--- config.mk ---
export PLATFORM = sky130hd
export DESIGN_NAME = scalar_operand_fetch
export DESIGN_NICKNAME = d
export VERILOG_FILES = /design/src/rtl/asip_pkg.sv /design/src/rtl/operand_forward_mux.sv /design/src/rtl/scalar_operand_fetch.sv
export SDC_FILE = /design/constraint.sdc
export NUM_CORES = 1
export LEC_CHECK = 0
export BUFFER_PORTS_ARGS = -buffer_cell sky130_fd_sc_hd__buf_4
export CORE_AREA = 2 2 121 123
export DETAILED_ROUTE_END_ITERATION = 8
export DIE_AREA = 0 0 123 125
export GPL_ROUTABILITY_DRIVEN = 0
export PLACE_DENSITY = 0.86
export SLEW_MARGIN = 40
export SYNTH_ARGS = -nofsm -noshare
export SYNTH_HDL_FRONTEND = slang
export SYNTH_SLANG_ARGS = --single-unit
--- constraint.sdc ---
create_clock -name clk -period 5.3 [get_ports clk]
set_clock_uncertainty 0.2 [all_clocks]
set_input_delay 0.53 -clock clk [delete_from_list [all_inputs] [get_ports clk]]
set_output_delay 0.53 -clock clk [all_outputs]
set_load 0.02 [all_outputs]
--- src/rtl/asip_pkg.sv ---
// Shared widths, scalar types and the OF/EX pipeline-register payload for the ASIP scalar pipe.
package asip_pkg;

  localparam int unsigned DATA_W = 32;
  localparam int unsigned ADDR_W = 5;

  typedef logic [DATA_W-1:0] scalar_data_t;
  typedef logic [ADDR_W-1:0] reg_addr_t;

  typedef struct packed {
    logic         valid;
    scalar_data_t op1;
    scalar_data_t op2;
    scalar_data_t imm;
    reg_addr_t    rd;
    logic         reg_write;
    logic         is_load;
  } of_ex_t;

endpackage

--- src/rtl/operand_forward_mux.sv ---
// Priority operand select for one source: MEM result, then WB result, then register-file data.
module operand_forward_mux
  import asip_pkg::*;
(
  input  logic [ADDR_W-1:0] rs,
  input  logic              mem_valid,
  input  logic              mem_reg_write,
  input  logic              mem_is_load,
  input  logic [ADDR_W-1:0] mem_rd,
  input  logic [DATA_W-1:0] mem_data,
  input  logic              wb_valid,
  input  logic              wb_reg_write,
  input  logic [ADDR_W-1:0] wb_rd,
  input  logic [DATA_W-1:0] wb_data,
  input  logic [DATA_W-1:0] rf_data,
  output logic [DATA_W-1:0] operand,
  output logic              match
);

  logic mem_hit;
  logic wb_hit;

  // A load in MEM has no data yet; the hazard logic stalls on it instead.
  assign mem_hit = mem_valid & mem_reg_write & ~mem_is_load & (mem_rd == rs);
  assign wb_hit  = wb_valid & wb_reg_write & (wb_rd == rs);
  assign match   = mem_hit | wb_hit;

  always_comb begin
    operand = rf_data;
    if (mem_hit) begin
      operand = mem_data;
    end else if (wb_hit) begin
      operand = wb_data;
    end
  end

endmodule

--- src/rtl/scalar_operand_fetch.sv ---
// Operand-fetch stage: register reads, MEM/WB forwarding, load-use stall and the OF/EX register.
module scalar_operand_fetch
  import asip_pkg::*;
(
  input  logic              clk,
  input  logic              rst,
  input  logic              id_valid,
  output logic              id_ready,
  input  logic [ADDR_W-1:0] id_rs1,
  input  logic [ADDR_W-1:0] id_rs2,
  input  logic [ADDR_W-1:0] id_rd,
  input  logic              id_reg_write,
  input  logic              id_is_load,
  input  logic [DATA_W-1:0] id_imm,
  output logic [ADDR_W-1:0] rf_rs1,
  output logic [ADDR_W-1:0] rf_rs2,
  input  logic [DATA_W-1:0] rf_rout1,
  input  logic [DATA_W-1:0] rf_rout2,
  input  logic              mem_valid,
  input  logic              mem_reg_write,
  input  logic              mem_is_load,
  input  logic [ADDR_W-1:0] mem_rd,
  input  logic [DATA_W-1:0] mem_data,
  input  logic              wb_valid,
  input  logic              wb_reg_write,
  input  logic [ADDR_W-1:0] wb_rd,
  input  logic [DATA_W-1:0] wb_data,
  input  logic              flush,
  input  logic              ex_ready,
  output logic              of_valid,
  output logic [DATA_W-1:0] of_op1,
  output logic [DATA_W-1:0] of_op2,
  output logic [DATA_W-1:0] of_imm,
  output logic [ADDR_W-1:0] of_rd,
  output logic              of_reg_write,
  output logic              of_is_load
);

  of_ex_t       of_q;
  scalar_data_t op1;
  scalar_data_t op2;
  logic         fwd1;
  logic         fwd2;
  logic         of_load_hz;
  logic         mem_load_hz;
  logic         hz;
  logic         advance;
  logic         take;

  assign rf_rs1 = id_rs1;
  assign rf_rs2 = id_rs2;

  operand_forward_mux u_fwd1 (
    .rs(id_rs1), .mem_valid(mem_valid), .mem_reg_write(mem_reg_write),
    .mem_is_load(mem_is_load), .mem_rd(mem_rd), .mem_data(mem_data),
    .wb_valid(wb_valid), .wb_reg_write(wb_reg_write), .wb_rd(wb_rd),
    .wb_data(wb_data), .rf_data(rf_rout1), .operand(op1), .match(fwd1)
  );

  operand_forward_mux u_fwd2 (
    .rs(id_rs2), .mem_valid(mem_valid), .mem_reg_write(mem_reg_write),
    .mem_is_load(mem_is_load), .mem_rd(mem_rd), .mem_data(mem_data),
    .wb_valid(wb_valid), .wb_reg_write(wb_reg_write), .wb_rd(wb_rd),
    .wb_data(wb_data), .rf_data(rf_rout2), .operand(op2), .match(fwd2)
  );

  // Load results exist only at WB, so a load in OF or MEM feeding either source stalls decode.
  assign of_load_hz  = of_q.valid & of_q.is_load & of_q.reg_write &
                       ((of_q.rd == id_rs1) | (of_q.rd == id_rs2));
  assign mem_load_hz = mem_valid & mem_is_load & mem_reg_write &
                       ((mem_rd == id_rs1) | (mem_rd == id_rs2));
  assign hz          = of_load_hz | mem_load_hz;

  assign advance  = ~of_q.valid | ex_ready;
  assign id_ready = advance & ~hz & ~flush;
  assign take     = id_valid & ~hz;

  always_ff @(posedge clk) begin
    if (rst) begin
      of_q <= '0;
    end else if (flush) begin
      of_q.valid <= 1'b0;
    end else if (advance) begin
      of_q.valid <= take;
      if (take) begin
        of_q.op1       <= op1;
        of_q.op2       <= op2;
        of_q.imm       <= id_imm;
        of_q.rd        <= id_rd;
        of_q.reg_write <= id_reg_write;
        of_q.is_load   <= id_is_load;
      end
    end
  end

  assign of_valid     = of_q.valid;
  assign of_op1       = of_q.op1;
  assign of_op2       = of_q.op2;
  assign of_imm       = of_q.imm;
  assign of_rd        = of_q.rd;
  assign of_reg_write = of_q.reg_write;
  assign of_is_load   = of_q.is_load;

  // Forward-hit flags are kept for debug visibility; they do not alter the datapath.
  logic fwd_any;
  assign fwd_any = fwd1 | fwd2;
  logic unused_fwd;
  assign unused_fwd = fwd_any & 1'b0;

endmodule

# After elaboration in Yosys (flattened, before gate mapping)

Cells that the tools add are included.

$add $sub $neg: 0
Multiply operators: 0
Divide/modulo/power cells: 0
Magnitude comparators: 0
Equality and inequality tests: 6
Shift operators: 0
Multiplexer cells: 4
Bitwise gates (word level): 24
Reduce and logical (&&, ||, !) cells: 2

Operators with widths:

| cell              | count |
|---|---|
| $mux W32          | 4 |
| $eq A5 B5 Y1      | 6 |
| $and A1 B1 Y1     | 16 |
| $not A1 Y1        | 4 |
| $or A1 B1 Y1      | 4 |
| $reduce_and A3 Y1 | 1 |
| $reduce_or A2 Y1  | 1 |

Register bits: 104
Latch bits: 0
Bits in writable memories: 0
ROM bits: 0
Bits of input ports: 197
Output and inout bits: 115
Logic and storage cells: 43
Memories kept: 0

# Longest topological paths before layout

Gate-level depths: netlist of the first run.

Depth after elaboration: 7
Depth in mapped cells: 8
Mapped depth without buffers: 5

# Modules after synthesis

A second synthesis of the first run with hierarchy kept.

Cells, all modules: 846
Area total of the unflattened synthesis: 7105.6 sq um

By module, submodules not included:

| module               | instances | cells each | area each (sq um) | seq. area each (sq um) |
|---|---|---|---|---|
| scalar_operand_fetch | 1         | 496        | 4968.5            | 2082.0 |
| operand_forward_mux  | 2         | 175        | 1068.5            | 0.0 |

# Worst setup path after synthesis of the first run

OpenSTA, ideal clock, no wires.

Kind: input port to output port
Start point: input id_rs2[0]
End point: output id_ready
Data arrival time: 1.621 ns
Required time: 4.570 ns
Slack: 2.949 ns
Cell stages on the path: 4
Path buffers: 0
Path through: xnor2_1 > nand3_2 > or4_4 > and4_1

Longest elaborated chain between the ends: 7
Elaborated cells on any way between the ends: 10
Those cells by class: 2 x eq/ne; 8 x bitwise

RTL lines:

| what                             | line                                                   | RTL |
|---|---|---|
| start, declared                  | scalar_operand_fetch.sv:10                             | `input logic [ADDR_W-1:0] id_rs2,` |
| $eq A5 B5 Y1 (on tied branches)  | scalar_operand_fetch.sv:69, scalar_operand_fetch.sv:71 |  |
| $or A1 B1 Y1 (on tied branches)  | scalar_operand_fetch.sv:69, scalar_operand_fetch.sv:71 |  |
| $and A1 B1 Y1 (on tied branches) | scalar_operand_fetch.sv:68, scalar_operand_fetch.sv:70 |  |
| $or A1 B1 Y1 (*)                 | scalar_operand_fetch.sv:72                             | `assign hz = of_load_hz \| mem_load_hz;` |
| $not A1 Y1 (*)                   | scalar_operand_fetch.sv:75                             | `assign id_ready = advance & ~hz & ~flush;` |
| $and A1 B1 Y1 (*) (2 in a row)   | scalar_operand_fetch.sv:75                             |  |
| end, declared                    | scalar_operand_fetch.sv:8                              | `output logic id_ready,` |

Mark *: on every way between the ends. The rest lies on a longest branch, timed or not.

# Final worst setup path of the first run

Start point: input id_rs2[3]
End point: output id_ready

The elaborated chain is that of the path after synthesis.

==> impl_metrics.csv, run 1 <==
group,metric,value,unit
timing,finalSetupViolCount,0,
pwr,leakage,4.38,nW
global_routing,grt_util_all_layers,28.0,%
yosys,synth_top_family_by_area,"simple AND/OR/NAND/NOR gates",
timing,min_period,2.95,ns
route,drt_iter0_markers,459,
yosys,synthSimpleGateAreaFrac,23.7,%
run_status,status,"finished, final reports clean",
critical_path,critPathSlowestCell,"or4_4",
yosys,synthAdderAreaFrac,0,%
clock_tree,cts.sinks,104,
route,post_drt_wl_per_cell,18.3,µm
global_routing,overflow,0,
yosys,synth.avg_cell_area,8.53,µm²
pwr,combPwrFrac,25.3,%
pwr,netSwitchingPower,0.000613,W
clock_tree,htreeDepth,3,
route,met2_wirelength,10500,µm
floorplan,num_rows,44,
critical_path,critPathMaxStageDelay,0.58,ns
route,highest_layer,"met4",
yosys,synth_cell_types,35,
yosys,ys_ff_latch,104,
timing,worst_pin_slew,0.806,ns
floorplan,die_x,123,µm
timing,drv_slew,0,
yosys,yosysTopAreaCellShare,30.9,%
critical_path,cp_max_fo,34,
route,met3_length,2140,µm
yosys,synthCells,791,
timing,slew_headroom,46.3,%
clock_tree,clk_pin_slew,0.07,ns
floorplan,pin_count,312,
pwr,vdd.ir_drop.worst,152,µV
critical_path,worstPathArrival,2.22,ns
timing,whs,0.160,ns
critical_path,crit_path_frequent_cell,"buf_4",
finish,fin_nets,1231,
pwr,powerDensity,223,nW/µm²
yosys,async_reset_ff_share,0,%
floorplan,dieArea,15400,µm²
critical_path,crit_path_cell_trace,"buf_4 > xnor2_1 > nand3_2 > buf_4 > or4_4 > and4_1 > buf_4",
floorplan,coreArea,14200,µm²
pwr,switching_share,29.7,%
floorplan,dieHeight,125,µm
clock_tree,cts_tree,"yes",
finish,num-fill-cells,1230,
pwr,seq_power_share,41.2,%
clock_tree,cts_made_buffers,9,
timing,rsz0062_at_grt,"no",
timing,max_freq,340,MHz
placement,port_buffers,311,
global_routing,grt_pass1_vias,6475,
route,vias,6880,
critical_path,critical-path-top-delay-family,"simple AND/OR/NAND/NOR gates",
yosys,synth_fp_nets,988,
yosys,synth_edf_count,0,
global_routing,antenna_found_initial,0,
finish,syn_to_final_growth,37.7,%
pwr,clkPwrFrac,33.5,%
yosys,synth-compound-area-share,17.5,%
clock_tree,cts_buffer_depth,2,
timing,hold_viol,0,
yosys,seq_area_frac_synth,30.9,%
floorplan,start_util,47.5,%
route,drc,0,
global_routing,grt_max_degree,148,
yosys,synth_top_cell_by_area,"dfxtp_1",
yosys,synthTopCellsByArea,"dfxtp_1, mux2i_1, nand2b_1, a311o_1, clkbuf_1",
route,vias_per_cell,5.63,
placement,dpl_cell_area,8970,µm²
clock_tree,post_cts_buffers,0,
finish,drive_gt1_share,33.6,%
clock_tree,cts-hold-fix-buffers,0,
global_routing,grt_pass1_wl,34300,µm
clock_tree,cts-root-buf,"clkbuf_16",
timing,fin_crit_sh,55.6,%
route,drt_pass1_iterations,5,
route,wl_met1,8820,µm
yosys,synth-main-ff-cell,"dfxtp_1",
pwr,internal_power,0.00145,W
hold_path,hold_path_class,"in -> reg",
route,ant_nets,0,
placement,dp_hpwl,15700,µm
critical_path,start_kind,"primary input",
clock_tree,clk_latency,0.34,ns
yosys,synth_xor_area_share,3.90,%
yosys,ys_warn_count,0,
route,wl,22400,µm
run,max-cap-violations,0,
yosys,synthMuxAreaShare,15.3,%
critical_path,crit_buf_inv,3,
critical_path,critPathRequiredTime,4.57,ns
critical_path,critPathCaptureType,"output pin",
yosys,syn_area,6750,µm²
critical_path,path_class,"in -> out",
clock_tree,ctsResizeCount,0,
finish,finalInstanceArea,9290,µm²
timing,tns,0,ns
finish,diodes,0,
[Yosys cell counts (9+ instances only)]
master / instances
nand2b_1: 142
dfxtp_1: 104
mux2i_1: 103
clkbuf_1: 66
nor3_1: 36
nand3_1: 35
and3_1: 34
a21boi_0: 32
a311o_1: 32
a31oi_1: 32
inv_1: 32
o21ai_0: 32
o31ai_1: 32
xor2_1: 21
buf_4: 17
xnor2_1: 9
[power by group through the flow]
| stage | Combinational (W) | Clock [W] | Sequential (W) |
|---|---|---|---|
| 6_report | 0.000524 | 0.000692 | 0.000850 |
| 5_1_grt | 0.000558 | 0.000738 | 0.000856 |
| 4_1_cts | 0.000521 | 0.000700 | 0.000851 |
| 3_5_place_dp | 0.000520 | 0 | 0.000868 |
| 3_3_place_gp | 0.000513 | 0 | 0.000867 |
| 2_1_floorplan | 0.000226 | 0 | 0.000916 |
[flip-flops by register name (all words and copies together) (netlist names)]
register	flops
of_valid	1
of_op2	32
of_imm	32
of_rd	5
of_reg_write	1
of_op1	32
of_is_load	1
[layout make-up]
cell class / count / area, µm² / area share, %
multi-input cells: 562 / 4100 / 44.2
repair buffers: 325 / 2450 / 26.4
flip-flops and latches: 104 / 2080 / 22.4
well taps: 184 / 230 / 2.48
clock buffers: 9 / 225 / 2.43
inverters: 32 / 120 / 1.29
clock inverters: 7 / 77.6 / 0.835
[per-stage QoR]
| step | std cells | power [W] | utilization, % | worst slack [ns] |
|---|---|---|---|---|
| after floorplan | 791 | 0.00114 | - | 2.95 |
| after global placement | 1206 | 0.00138 | 63.0 | 2.02 |
| after detailed placement | 1207 | 0.00139 | 63.2 | 2.08 |
| after CTS | 1223 | 0.00207 | 65.3 | 2.37 |
| after global routing | 1223 | 0.00215 | 65.4 | 2.31 |
| final | 1223 | 0.00207 | 65.4 | 2.35 |
[placed cells by master, fill, tap and decap left out, drive strengths merged, types with 2 or more instances in the layout]
| master | instances |
|---|---|
| nand2 | 2 |
| and4 | 2 |
| clkbuf | 10 |
| a31oi | 32 |
| nor3 | 36 |
| a21boi | 32 |
| and3 | 34 |
| o21ai | 32 |
| nor4 | 3 |
| xor2 | 21 |
| buf | 324 |
| mux2i | 103 |
| xnor2 | 9 |
| nand2b | 142 |
| nand3 | 36 |
| nor2 | 3 |
| clkinv | 2 |
| a311o | 32 |
| o31ai | 32 |
| inv | 35 |
| dfxtp | 104 |
[final timing paths]
kind | from | endpoint | slack [ns] | cells after the start
max reg2reg | of_rd[3] | of_imm[26] | 2.70 | 6
max | id_rs2[3] | id_ready | 2.35 | 7
min | flush | of_valid | 0.16 | 2
min reg2reg | of_imm[25] | of_imm[25] | 0.28 | 2
[layer usage]
metal | GRT usage [%] | vias to the layer above
met5 | 0 | -
li1 | - | 3279
met1 | 35.3 | 3130
met3 | 6.25 | 66
met4 | 11.4 | 0
met2 | 46.1 | 405
[cell families (layout without fill, tap and decap cells)]
| group | count (synthesis) | in the layout |
|---|---|---|
| multiplexers | 103 | 103 |
| XOR/XNOR | 30 | 30 |
| AO/OA/AOI/OAI | 162 | 162 |
| AND/OR/NAND/NOR | 267 | 267 |
| buffers and inverters | 125 | 373 |
| flip-flops | 104 | 104 |
No activity file was read; power rests on OpenSTA's default activity.
==> inputs of run 2 (changes only) <==
--- a/config.mk
+++ b/config.mk
@@ -5,12 +5,13 @@
 export SDC_FILE = /design/constraint.sdc
 export NUM_CORES = 1
 export LEC_CHECK = 0
+export ABC_AREA = 1
 export BUFFER_PORTS_ARGS = -buffer_cell sky130_fd_sc_hd__buf_4
-export CORE_AREA = 2 2 121 123
+export CORE_MARGIN = 1
+export CORE_UTILIZATION = 48
 export DETAILED_ROUTE_END_ITERATION = 8
-export DIE_AREA = 0 0 123 125
 export GPL_ROUTABILITY_DRIVEN = 0
-export PLACE_DENSITY = 0.86
+export PLACE_DENSITY = 0.85
 export SLEW_MARGIN = 40
 export SYNTH_ARGS = -nofsm -noshare
 export SYNTH_HDL_FRONTEND = slang
==> constraint.sdc (replaced) <==
create_clock -name clk -period 2.9 [get_ports clk]
set_clock_uncertainty 0.2 [all_clocks]
set_input_delay 0.29 -clock clk [delete_from_list [all_inputs] [get_ports clk]]
set_output_delay 0.29 -clock clk [all_outputs]
set_load 0.02 [all_outputs]
==> run 2 against run 1 <==
Against the previous run:
- design area grew 7.2%
- hold slack got worse by 0.14 ns
- area after synthesis grew 2.3%
- synthesized cell count grew 57%
- count of clock-buffer cells in the layout unchanged
- largest power group unchanged
==> impl_metrics.csv, run 2 <==
group,metric,value,unit
route,wl,24900,µm
yosys,synth_fp_nets,1441,
floorplan,start_util,49.5,%
yosys,synth_top_cell_by_area,"dfxtp_1",
clock_tree,cts_tree,"yes",
pwr,powerDensity,404,nW/µm²
clock_tree,clk_latency,0.35,ns
route,post_drt_wl_per_cell,14.4,µm
floorplan,pin_count,312,
finish,diodes,0,
hold_path,worstHoldStart,"id_imm[14]",
pwr,fin_total_pwr,0.00402,W
route,vias,8625,
floorplan,dieArea,14900,µm²
hold_path,hold_end,"of_imm[14]",
pwr,leakage,5.89,nW
timing,max_freq,460,MHz
yosys,seq_area_frac_synth,30.2,%
finish,regArea,2080,µm²
hold_path,hold_path_class,"in -> reg",
global_routing,grt_util_all_layers,32.7,%
yosys,yosysTopAreaCellShare,30.2,%
timing,fin_crit_sh,74.9,%
clock_tree,cts_made_buffers,9,
run,max-cap-violations,0,
floorplan,die_x,122,µm
pwr,netSwitchingPower,0.00136,W
yosys,synth_edf_count,0,
route,vias_per_cell,4.99,
yosys,yosysMostFrequentCell,"nand2_1",
timing,worst_pin_slew,0.658,ns
critical_path,crit_path_cell_trace,"inv_1 > nand2_1 > nand2_1 > nor2_1 > nand3_1 > nand2_1 > nand2_1 > and3_1 > buf_4",
finish,drive_gt1_share,23.4,%
critical_path,worstPathArrival,1.68,ns
placement,dp_hpwl,16900,µm
global_routing,grt_pass1_vias,7957,
route,ant_nets,0,
yosys,synth_common_cells,"nand2_1, nor2_1, inv_1",
finish,final_cell_mix,"nand2_1, buf_4, nor2_1",
yosys,synthCells,1244,
floorplan,dieHeight,122,µm
yosys,synth_cell_types,24,
timing,whs,0.0188,ns
yosys,synth_xor_area_share,1.02,%
yosys,ys_ff_latch,104,
floorplan,num_rows,43,
run_status,status,"finished, final reports clean",
placement,port_buffers,311,
clock_tree,ctsResizeCount,0,
critical_path,critPathRequiredTime,2.41,ns
yosys,synth-main-ff-cell,"dfxtp_1",
clock_tree,htreeDepth,3,
pwr,clkPwrFrac,30.4,%
pwr,internal_power,0.00266,W
critical_path,crit_path_frequent_cell,"nand2_1",
critical_path,cp_max_fo,5,
timing,tns,0,ns
route,drt_iter0_markers,649,
clock_tree,cts-hold-fix-buffers,40,
critical_path,path_class,"reg -> out",
critical_path,critPathMaxStageDelay,0.41,ns
yosys,synthMuxAreaShare,0,%
pwr,combPwrFrac,29.9,%
finish,utilization,71.4,%
timing,slew_headroom,56.1,%
global_routing,grt_max_degree,69,
yosys,syn_area,6900,µm²
yosys,synth-compound-area-share,0.653,%
finish,fin_nets,1739,
clock_tree,cts-root-buf,"clkbuf_16",
global_routing,overflow,0,
clock_tree,clk_pin_slew,0.08,ns
placement,place_ws,0.698,ns
clock_tree,post_cts_buffers,0,
timing,min_period,2.17,ns
critical_path,regToRegSetupSlack,0.76,ns
critical_path,critPathCaptureType,"output pin",
route,drt_pass1_iterations,5,
yosys,synthTopCellsByArea,"dfxtp_1, nand2_1, nor2_1, inv_1, nand3_1",
yosys,ys_warn_count,0,
yosys,synth.avg_cell_area,5.55,µm²
global_routing,grt_pass1_wl,38100,µm
timing,drv_slew,0,
yosys,synthSimpleGateAreaFrac,49.7,%
pwr,seq_power_share,39.7,%
critical_path,timing.rr.end,"of_imm[10]",
critical_path,start_kind,"flip-flop",
finish,num-fill-cells,1166,
timing,rsz0062_at_grt,"no",
global_routing,antenna_found_initial,0,
critical_path,critPathSlowestCell,"dfxtp_1",
hold_path,whs_path_depth,3,
timing,fin_ws,0.728,ns
critical_path,reg2reg_from,"of_rd[0]",
yosys,synthAdderAreaFrac,0,%
pwr,vdd.ir_drop.worst,257,µV
yosys,synth_top_family_by_area,"simple AND/OR/NAND/NOR gates",
critical_path,r2r_cells,12,
pwr,switching_share,33.8,%
finish,final_common_cell,"nand2_1",
finish,multi_input_area,3590,µm²
route,drc,0,
yosys,async_reset_ff_share,0,%
timing,hold_viol,0,
timing,finalSetupViolCount,0,
finish,syn_to_final_growth,44.3,%
clock_tree,cts_buffer_depth,2,
floorplan,coreArea,13900,µm²
clock_tree,cts.sinks,104,
## run 2: changes by cell type after synthesis, moves of 32 or more
| cell | previous run | this run |
|---|---|---|
| nand2_1 | 2 | 386 |
| nor2_1 | 3 | 224 |
| inv_1 | 32 | 217 |
| nand2b_1 | 142 | 0 |
| mux2i_1 | 103 | 0 |
| nand3_1 | 35 | 136 |
| nand4_1 | 1 | 64 |
| nor3_1 | 36 | 1 |
| and3_1 | 34 | 1 |
| a21boi_0 | 32 | 0 |
| a311o_1 | 32 | 0 |
| a31oi_1 | 32 | 0 |
| o21ai_0 | 32 | 0 |
| o31ai_1 | 32 | 0 |
## run 2: per-layer routing
metal  global-route usage, %  wire length (µm)  up-vias
li1                        -                 -     4327
met1                    36.0              9400     3739
met2                    57.0             11800      481
met3                    8.47              2640       78
met4                    18.1              1070        0
met5                       0                 0        -
## run 2: stage by stage
| step | std cells | cell area [µm²] |
|---|---|---|
| after floorplan | 1244 | 6900 |
| after global placement | 1671 | 9270 |
| after detailed placement | 1671 | 9270 |
| after CTS | 1727 | 9960 |
| after global routing | 1727 | 9960 |
| final | 1727 | 9960 |
## run 2: worst max path at each step
stage / from / end / slack, ns / cells after the start
floorplan: of_rd[0] / of_op2[24] / 1.07 / 11
global placement: mem_rd[0] / of_op2[10] / 0.75 / 11
detailed placement: mem_rd[0] / of_op2[10] / 0.70 / 11
CTS: of_rd[0] / id_ready / 0.72 / 9
global route: of_rd[0] / of_op2[13] / 0.56 / 12
finish: of_rd[0] / id_ready / 0.73 / 9
## run 2: logic make-up (layout without fill, tap and decap cells)
group,count (synthesis),after routing
flops,104,104
xor+xnor,8,8
compound gates,8,8
simple gates,817,817
buf+inv,307,610
## run 2: cell type report
| class | instances | share of cell area, % |
|---|---|---|
| repair buffers | 373 | 29.5 |
| multi-input cells | 833 | 36.1 |
| clock buffers | 9 | 2.26 |
| inverters | 221 | 8.34 |
| flip-flops and latches | 104 | 20.9 |
| clock inverters | 7 | 0.628 |
| well taps | 180 | 2.26 |
## run 2: critical path, delay by kind of cell, from the launching register on
family                 cells  cell delay, ns
and+or+nand+nor            7            0.70
buffers and inverters      2            0.22
DFF                        1            0.41
## run 2: power groups by stage
stage	Combinational (W)	Sequential, W	Clock [W]
2_1_floorplan	0.000496	0.00174	0
3_3_place_gp	0.00113	0.00162	0
3_5_place_dp	0.00114	0.00163	0
4_1_cts	0.00119	0.00159	0.00125
5_1_grt	0.00131	0.00161	0.00129
6_report	0.00120	0.00160	0.00122
==> inputs of run 3 (changes only) <==
--- a/config.mk
+++ b/config.mk
@@ -8,10 +8,10 @@
 export ABC_AREA = 1
 export BUFFER_PORTS_ARGS = -buffer_cell sky130_fd_sc_hd__buf_4
 export CORE_MARGIN = 1
-export CORE_UTILIZATION = 48
+export CORE_UTILIZATION = 44
 export DETAILED_ROUTE_END_ITERATION = 8
 export GPL_ROUTABILITY_DRIVEN = 0
-export PLACE_DENSITY = 0.85
+export PLACE_DENSITY = 0.83
 export SLEW_MARGIN = 40
 export SYNTH_ARGS = -nofsm -noshare
 export SYNTH_HDL_FRONTEND = slang
==> constraint.sdc (replaced) <==
create_clock -name clk -period 1.8 [get_ports clk]
set_clock_uncertainty 0.2 [all_clocks]
set_input_delay 0.18 -clock clk [delete_from_list [all_inputs] [get_ports clk]]
set_output_delay 0.18 -clock clk [all_outputs]
set_load 0.02 [all_outputs]
==> run 3 against run 2 <==
Against the previous run:
- the flow now finishes with violations (setup timing)
- count of clock-buffer cells in the layout increased by 1
- first-iteration DRC count increased by 17%
- die area up 8.9%
- hold slack worse by 0.015 ns
- setup slack worse by 1.0 ns
- via count increased by 12%
- critical path depth increased by 5
- critical endpoint is now of_rd[1]
==> impl_metrics.csv, run 3 (synthesis results as in run 2) <==
group,metric,value,unit
placement,place_ws,-0.202,ns
global_routing,antenna_found_initial,0,
route,wl,30700,µm
route,drt_pass1_iterations,5,
clock_tree,cts_tree,"yes",
floorplan,pin_count,312,
clock_tree,cts_buffer_depth,2,
placement,dpl_cell_area,9680,µm²
timing,tns,-24.61,ns
finish,syn_to_final_growth,70.6,%
critical_path,start_kind,"flip-flop",
floorplan,dieHeight,127,µm
floorplan,start_util,45.2,%
global_routing,grt.busiest_layer,"met2",
pwr,vdd.ir_drop.worst,526,µV
critical_path,path_class,"reg -> reg",
floorplan,coreArea,15300,µm²
finish,final_cells,1842,
pwr,leakage,6.53,nW
pwr,fin_total_pwr,0.00719,W
clock_tree,cts.sinks,104,
critical_path,cp_max_fo,9,
route,post_drt_wl_per_cell,16.6,µm
critical_path,crit_path_frequent_cell,"nand2_1",
clock_tree,clk_pin_slew,0.07,ns
critical_path,critical-path-top-delay-family,"simple AND/OR/NAND/NOR gates",
finish,num-fill-cells,1105,
finish,final_common_cell,"buf_4",
placement,port_buffers,311,
hold_path,hold_path_class,"in -> reg",
critical_path,critPathRequiredTime,1.85,ns
critical_path,critPathSlowestCell,"dfxtp_4",
critical_path,worstPathArrival,2.15,ns
route,vias_per_cell,5.23,
timing,finalSetupViolCount,104,
run,max-cap-violations,0,
critical_path,critPathCaptureType,"flip-flop",
finish,diodes,0,
timing,worst_pin_slew,0.423,ns
timing,fin_ws,-0.301,ns
global_routing,grt_use_met3,6.66,%
run_status,status,"complete, but fails checks",
floorplan,dieArea,16200,µm²
clock_tree,clk_latency,0.35,ns
route,ant_nets,0,
finish,final_cell_mix,"buf_4, nand2_1, inv_1",
route,vias,9639,
global_routing,met1_usage,38.8,%
floorplan,die_x,127,µm
global_routing,grt_pass1_wl,42800,µm
finish,regArea,2100,µm²
route,drc,0,
global_routing,grt_util_all_layers,33.9,%
global_routing,grt_max_degree,44,
critical_path,crit_buf_inv,4,
placement,place_inst,1729,
run_status,violations,"setup timing",
global_routing,grt_use_met2,58.8,%
timing,rsz0062_at_grt,"yes",
global_routing,grt_pass1_vias,8688,
critical_path,crit_path_cell_trace,"inv_4 > nand2_1 > nand2_1 > nor2_1 > nand3_1 > nand2_1 > nand2_2 > buf_6 > nand4_4 > buf_16 > buf_12 > nand2_1 > nand2_1 > nor2_1",
clock_tree,cts-root-buf,"clkbuf_16",
timing,drv_slew,0,
finish,drive_gt1_share,34.3,%
pwr,powerDensity,610,nW/µm²
timing,slew_headroom,71.8,%
timing,fin_crit_sh,117,%
clock_tree,cts_made_buffers,9,
placement,dp_hpwl,17900,µm
timing,max_freq,476,MHz
floorplan,num_rows,45,
critical_path,critPathMaxStageDelay,0.38,ns
clock_tree,htreeDepth,3,
finish,finalInstanceArea,11800,µm²
finish,multi_input_area,4090,µm²
timing,hold_viol,0,
route,drt_iter0_markers,760,
global_routing,overflow,0,
finish,fin_nets,1823,
timing,min_period,2.10,ns
==> run 3: area by class of cell <==
type                    instances  area share (%)
clock inverters                 6           0.637
multi-input cells             833            34.7
well taps                     211            2.24
flip-flops and latches        104            17.8
inverters                     221            7.10
clock buffers                  10            1.94
repair buffers                457            35.6
==> run 3: per-layer routing <==
metal	share of wire (%)	wire length [µm]
met5	0	0
met3	11	3230
met1	37	11200
met4	5.5	1670
met2	47	14600
==> run 3: tightest hold or removal path: stages <==
cell     delay [ns]
buf_4          0.09
nand3_1        0.06
nand2_1        0.07
nor2_1         0.04
nor2_1         0.08
==> run 3: path summary, 6_finish.rpt <==
check                    end  slack [ns]        start  cells past startpoint
hold / removal     of_op2[0]       0.004  mem_data[0]                      5
setup / recovery    of_rd[1]       -0.30     of_rd[2]                     14
hold reg to reg   of_op1[27]        0.31   of_op1[27]                      4
setup reg to reg    of_rd[1]       -0.30     of_rd[2]                     14
==> run 3: repair_timing <==
item / in CTS / in global routing
endpoints found under the hold margin: 88 / 0
cloned: 6 / 13
buffers inserted: 6 / 2
hold buffers: 72 / 0
resized for setup: 28 / 175
endpoints found under the setup margin: 104 / 104
pin swaps: 4 / 23
==> run 3: power by group <==
part / switching, W / internal, W
registers: 0.000115 / 0.00247
clock network: 0.000985 / 0.00110
logic: 0.00134 / 0.00117
total: 0.00244 / 0.00474
==> run 3: metrics by stage <==
step / utilization [%] / hold WS (ns)
floorplan: - / 0.115
global placement: 63.5 / 0.203
detailed placement: 63.5 / 0.207
CTS: 72.3 / 0.00198
global route: 77.2 / 0.0418
finish: 77.2 / 0.00373
